### config.mk
export PLATFORM = sky130hd
export DESIGN_NAME = multicycle_control
export DESIGN_NICKNAME = d
export VERILOG_FILES = /design/src/rtl/multicycle_control.sv
export SDC_FILE = /design/constraint.sdc
export NUM_CORES = 1
export LEC_CHECK = 0
export BUFFER_PORTS_ARGS = -buffer_cell sky130_fd_sc_hd__buf_4
export CORE_ASPECT_RATIO = 0.8
export CORE_MARGIN = 10
export CORE_UTILIZATION = 42
export DETAILED_ROUTE_END_ITERATION = 8
export GPL_TIMING_DRIVEN = 0
export PLACE_DENSITY_LB_ADDON = 0.2
export SYNTH_ARGS = -nofsm -noshare
export SYNTH_HDL_FRONTEND = slang
export SYNTH_SLANG_ARGS = --single-unit
### constraint.sdc
create_clock -name i_clk -period 2.2 [get_ports i_clk]
set_input_delay 0.11 -clock i_clk [delete_from_list [all_inputs] [get_ports i_clk]]
set_output_delay 0.11 -clock i_clk [all_outputs]
set_load 0.03 [all_outputs]
### src/rtl/multicycle_control.sv
// Multi-cycle control sequencer for the 2-bit-opcode CPU (add/load/store/branch).
// Define PERF_CNT_EN to build the retired-instruction counter on o_instr_count.
module multicycle_control #(
  parameter int unsigned MEM_TIMEOUT = 16,
  parameter int unsigned TO_W        = 5
) (
  input  logic        i_clk,
  input  logic        i_reset,
  input  logic        i_start,
  input  logic        i_stop,
  input  logic [1:0]  i_op,
  input  logic        i_zero,
  input  logic        i_imem_ready,
  input  logic        i_dmem_ready,
  output logic        o_imem_req,
  output logic        o_ir_write,
  output logic        o_pc_write,
  output logic        o_pc_src,
  output logic        o_alu_src,
  output logic        o_reg_dst,
  output logic        o_mem_read,
  output logic        o_mem_write,
  output logic        o_mem_to_reg,
  output logic        o_reg_write,
  output logic        o_instr_done,
  output logic        o_busy,
  output logic        o_fault,
  output logic [2:0]  o_state,
  output logic [15:0] o_instr_count
);

  localparam logic [1:0] OP_ADD   = 2'b00;
  localparam logic [1:0] OP_LOAD  = 2'b01;
  localparam logic [1:0] OP_STORE = 2'b10;
  localparam logic [1:0] OP_BR    = 2'b11;

  typedef enum logic [2:0] {
    S_IDLE   = 3'd0,
    S_FETCH  = 3'd1,
    S_DECODE = 3'd2,
    S_EXEC   = 3'd3,
    S_MEM    = 3'd4,
    S_WB     = 3'd5,
    S_FAULT  = 3'd6
  } state_t;

  state_t            r_state;
  state_t            w_next_state;
  state_t            w_eoi_state;
  logic [1:0]        r_op;
  logic [TO_W-1:0]   r_wait_cnt;
  logic              r_stop_pending;
  logic              w_ready;
  logic              w_timeout;
  logic              w_busy;
  logic              w_waiting;

  assign w_ready     = (r_state == S_FETCH) ? i_imem_ready : i_dmem_ready;
  assign w_waiting   = (r_state == S_FETCH) || (r_state == S_MEM);
  assign w_timeout   = (r_wait_cnt == TO_W'(MEM_TIMEOUT - 1)) && !w_ready;
  assign w_busy      = (r_state != S_IDLE) && (r_state != S_FAULT);
  assign w_eoi_state = (r_stop_pending || i_stop) ? S_IDLE : S_FETCH;

  // State register
  always_ff @(posedge i_clk) begin
    if (i_reset) r_state <= S_IDLE;
    else         r_state <= w_next_state;
  end

  // Next-state logic
  always_comb begin
    w_next_state = S_IDLE;
    case (r_state)
      S_IDLE:   w_next_state = i_start ? S_FETCH : S_IDLE;
      S_FETCH: begin
        if (i_imem_ready)   w_next_state = S_DECODE;
        else if (w_timeout) w_next_state = S_FAULT;
        else                w_next_state = S_FETCH;
      end
      S_DECODE: w_next_state = S_EXEC;
      S_EXEC: begin
        case (r_op)
          OP_BR:   w_next_state = w_eoi_state;
          OP_ADD:  w_next_state = S_WB;
          default: w_next_state = S_MEM;
        endcase
      end
      S_MEM: begin
        if (i_dmem_ready)   w_next_state = (r_op == OP_LOAD) ? S_WB : w_eoi_state;
        else if (w_timeout) w_next_state = S_FAULT;
        else                w_next_state = S_MEM;
      end
      S_WB:     w_next_state = w_eoi_state;
      S_FAULT:  w_next_state = S_FAULT;
      default:  w_next_state = S_IDLE;
    endcase
  end

  // Latched opcode, memory wait counter and deferred stop request
  always_ff @(posedge i_clk) begin
    if (i_reset) begin
      r_op           <= 2'b00;
      r_wait_cnt     <= '0;
      r_stop_pending <= 1'b0;
    end else begin
      if (r_state == S_DECODE) r_op <= i_op;

      if ((w_next_state != r_state) &&
          ((w_next_state == S_FETCH) || (w_next_state == S_MEM)))
        r_wait_cnt <= '0;
      else if (w_waiting && !w_ready)
        r_wait_cnt <= r_wait_cnt + TO_W'(1);

      if (w_next_state == S_IDLE)  r_stop_pending <= 1'b0;
      else if (w_busy && i_stop)   r_stop_pending <= 1'b1;
    end
  end

  // Control outputs decoded from state, latched opcode and ready inputs
  always_comb begin
    o_imem_req   = 1'b0;
    o_ir_write   = 1'b0;
    o_pc_write   = 1'b0;
    o_pc_src     = 1'b0;
    o_alu_src    = 1'b0;
    o_reg_dst    = 1'b0;
    o_mem_read   = 1'b0;
    o_mem_write  = 1'b0;
    o_mem_to_reg = 1'b0;
    o_reg_write  = 1'b0;
    o_instr_done = 1'b0;
    o_busy       = w_busy;
    o_fault      = (r_state == S_FAULT);
    o_state      = r_state;
    case (r_state)
      S_FETCH: begin
        o_imem_req = 1'b1;
        if (i_imem_ready) begin
          o_ir_write = 1'b1;
          o_pc_write = 1'b1;
        end
      end
      S_EXEC: begin
        o_alu_src = (r_op != OP_ADD);
        o_reg_dst = (r_op == OP_ADD);
        if (r_op == OP_BR) begin
          o_pc_write   = i_zero;
          o_pc_src     = 1'b1;
          o_instr_done = 1'b1;
        end
      end
      S_MEM: begin
        o_alu_src   = 1'b1;
        o_mem_read  = (r_op == OP_LOAD);
        o_mem_write = (r_op == OP_STORE);
        o_instr_done = (r_op == OP_STORE) && i_dmem_ready;
      end
      S_WB: begin
        o_reg_write  = 1'b1;
        o_instr_done = 1'b1;
        o_mem_to_reg = (r_op == OP_LOAD);
        o_reg_dst    = (r_op == OP_ADD);
      end
      default: ;
    endcase
  end

`ifdef PERF_CNT_EN
  logic [15:0] r_instr_count;

  // Retired-instruction counter, wraps naturally at 16 bits
  always_ff @(posedge i_clk) begin
    if (i_reset)           r_instr_count <= 16'd0;
    else if (o_instr_done) r_instr_count <= r_instr_count + 16'd1;
  end

  assign o_instr_count = r_instr_count;
`else
  assign o_instr_count = 16'd0;
`endif

endmodule
==> results.sh <==
export IMPL_grt_remaining_overflow=0
export IMPL_final_cell_mix="buf_4 (49), conb_1 (16), nor2_1 (12)"
export IMPL_antenna_found_initial=0
export IMPL_postLayoutSetupSlackWorst_ps=-46.67
export IMPL_yosysTopAreaCell="dfxtp_1"
export IMPL_clk_pin_slew_ps=70
export IMPL_r2r_start="r_wait_cnt[1]"
export IMPL_ys_types=40
export IMPL_vias=924
export IMPL_worstSetupPathType="flip-flop to flip-flop"
export IMPL_place_gp_congestion=0.8760
export IMPL_areaGrowthSynthToFinish_pct=41.49
export IMPL_syn_avg_cell_area_um2=8.352
export IMPL_synth_top_area_frac=0.2254
export IMPL_worstSetupEndpointType="flip-flop"
export IMPL_placementRows=15
export IMPL_fmax_mhz=445.1
export IMPL_grt_pass1_vias=893
export IMPL_hold_path_class="input pin to flip-flop"
export IMPL_port_buffers=24
export IMPL_cp_start_kind="flip-flop"
export IMPL_final_common_cell="buf_4"
export IMPL_die_width_um=73.93
export IMPL_netlist_area_um2=977.2
export IMPL_period_share=1.021
export IMPL_cp_arrival_ps=2410
export IMPL_utilization=0.6351
export IMPL_yosysSeqAreaShare=0.2254
export IMPL_postRouteAntennaNets=0
export IMPL_synthTopCellsByArea="dfxtp_1 (23%), buf_4 (12%), ha_1 (9.0%)"
export IMPL_htreeDepth=1
export IMPL_outcome="finished with violations"
export IMPL_grt_usage=0.1027
export IMPL_grt_first_pass_wirelength_mm=4.043
export IMPL_numCtsBuffers=3
export IMPL_n_antenna_cell=0
export IMPL_routedWlPerCell_um=12.92
export IMPL_insertion_delay_ps=270
export IMPL_slew_headroom=0.6402
export IMPL_final_layout_size_suffix_gt1_frac=0.3964
export IMPL_cts_max_path_buffers=2
export IMPL_synth_cells=117
export IMPL_yosysWarnings=0
export IMPL_nets=186
export IMPL_cts_sinks=11
export IMPL_max_vdd_ir_drop_mv=0.5257
export IMPL_max_cap_violations=0
export IMPL_startpoint="r_wait_cnt[1]"
export IMPL_ios=41
export IMPL_dp_slack_ps=-167.7
export IMPL_hp_start="i_op[1]"
export IMPL_core_mm2=0.002177
export IMPL_critical_path_required_ps=2370
export IMPL_dr_pass1_iters=4
export IMPL_first_iter_violations=37
export IMPL_dieHeight_um=63.14
export IMPL_drc=0
export IMPL_fin_crit_ps=2247
export IMPL_cts_root_buf="clkbuf_4"
export IMPL_grt_max_degree=11
export IMPL_cts_tree="yes"
export IMPL_setup_viol_count_final=2
export IMPL_powerDensity_mw_per_mm2=519.9
export IMPL_timing_hold_ws_ps=73.96
export IMPL_drv_slew=0
export IMPL_rsz0062_at_grt="yes"
export IMPL_finalHoldViolations=0
export IMPL_tightest_slew_ps=535.3
export IMPL_path_max_fanout=5
export IMPL_ys_ff_latch=11
export IMPL_wirelength_mm=2.507
export IMPL_dieArea_mm2=0.004668
export IMPL_violations="setup timing"
export IMPL_fin_skew_ps=4.100
export IMPL_leakagePower_nw=0.7024
export IMPL_initial_core_util=0.4489
export IMPL_via_per_inst=4.763
export IMPL_place_hpwl_mm=2.012
[flip-flops by register name, summed over array words and instances, names as in the netlist]
register        cells
r_wait_cnt          5
o_state             3
r_op                2
r_stop_pending      1
[report_power, final]
part	switching, mW	total (mW)	internal [mW]
logic	0.198	0.351	0.153
clock network	0.0667	0.137	0.0701
registers	0.0161	0.231	0.214
total	0.281	0.719	0.438
[per-layer routing]
| metal | GRT usage | vias to the layer above | part of all wire |
|---|---|---|---|
| met5 | 0 | - | 0 |
| met4 | 0.03488 | 0 | 0.015 |
| met3 | 0.05477 | 4 | 0.13 |
| met2 | 0.1553 | 38 | 0.43 |
| met1 | 0.1192 | 399 | 0.43 |
| li1 | - | 483 | - |
[cell type report]
type	instances	area (µm²)
Sequential cell	11	222.7
Buffer	20	138.9
Multi-Input combinational cell	94	689.4
Clock buffer	4	26.28
Fill cell	194	794.5
Timing Repair Buffer	33	247.7
Inverter	7	26.28
Tap cell	25	31.28
[Yosys cell counts]
cell and instances:
clkbuf_1 1, nand3b_1 1, or3b_1 2, xnor2_1 2
nand2b_1 2, and4_4 1, o21ai_0 1, xor2_1 2
o31ai_1 1, nor4_2 1, or4b_1 1, ha_1 7
a21o_1 2, nand2_1 2, nor4b_4 1, inv_1 7
mux2i_1 1, a21oi_1 4, buf_2 3, a21oi_4 1
nor3_1 3, and3b_1 1, a311oi_1 1, o211ai_1 1
and4_1 1, nor4_1 4, nor3b_1 4, buf_4 16
a211o_1 3, or3b_4 1, and3_1 2, and2_1 5
a22oi_1 1, o31a_1 2, nor2_1 12, nor2b_1 2
dfxtp_1 11, o21bai_1 2, conb_1 1, nand4_1 1
[metrics by stage]
step                instance area (µm²)  setup TNS (ps)  total power [mW]  std cells
floorplan                          1041               0            0.4725        132
global placement                   1252          -591.0            0.5447        181
detailed placement                 1252          -709.7            0.5498        181
CTS                                1350          -266.7            0.7053        191
global route                       1383          -539.5            0.7710        194
finish                             1383          -48.24            0.7188        194
[path summary, 6_finish.rpt]
path | end | slack (ps) | cells past startpoint
max | r_wait_cnt[3] | -50 | 9
min | r_op[1] | 70 | 3
max reg2reg | r_wait_cnt[3] | -50 | 9
min reg2reg | r_stop_pending | 570 | 2
[kinds of logic (layout without fill, tap and decap cells)]
group                      count (synthesis)  after routing  share of synthesized area
other                                      1             16                   0.003838
and+or+nand+nor                           47             47                     0.3163
xor gates and xnor gates                   4              4                    0.03586
buffers and inverters                     27             64                     0.1690
adders and majority gates                  7              7                    0.08962
AOI/OAI and AO/OA                         19             19                     0.1498
muxes                                      1              1                    0.01024
DFF                                       11             11                     0.2254
[critical path: stages, from the launching register on]
cell and delay (ps):
dfxtp_2 340, ha_4 150, and3_4 180, ha_4 160, or4b_1 460, a21o_1 190, buf_4 130, nand4_1 130
nor4_2 100, nor4_2 310
[what timing repair did]
action / 4_1_cts / 5_1_grt
pin swaps: 5 / 4
setup buffers: 6 / 3
setup endpoints to repair: 5 / 5
resized for setup: 6 / 1
hold buffers: 0 / 0
No activity file was read; power rests on OpenSTA's default activity.
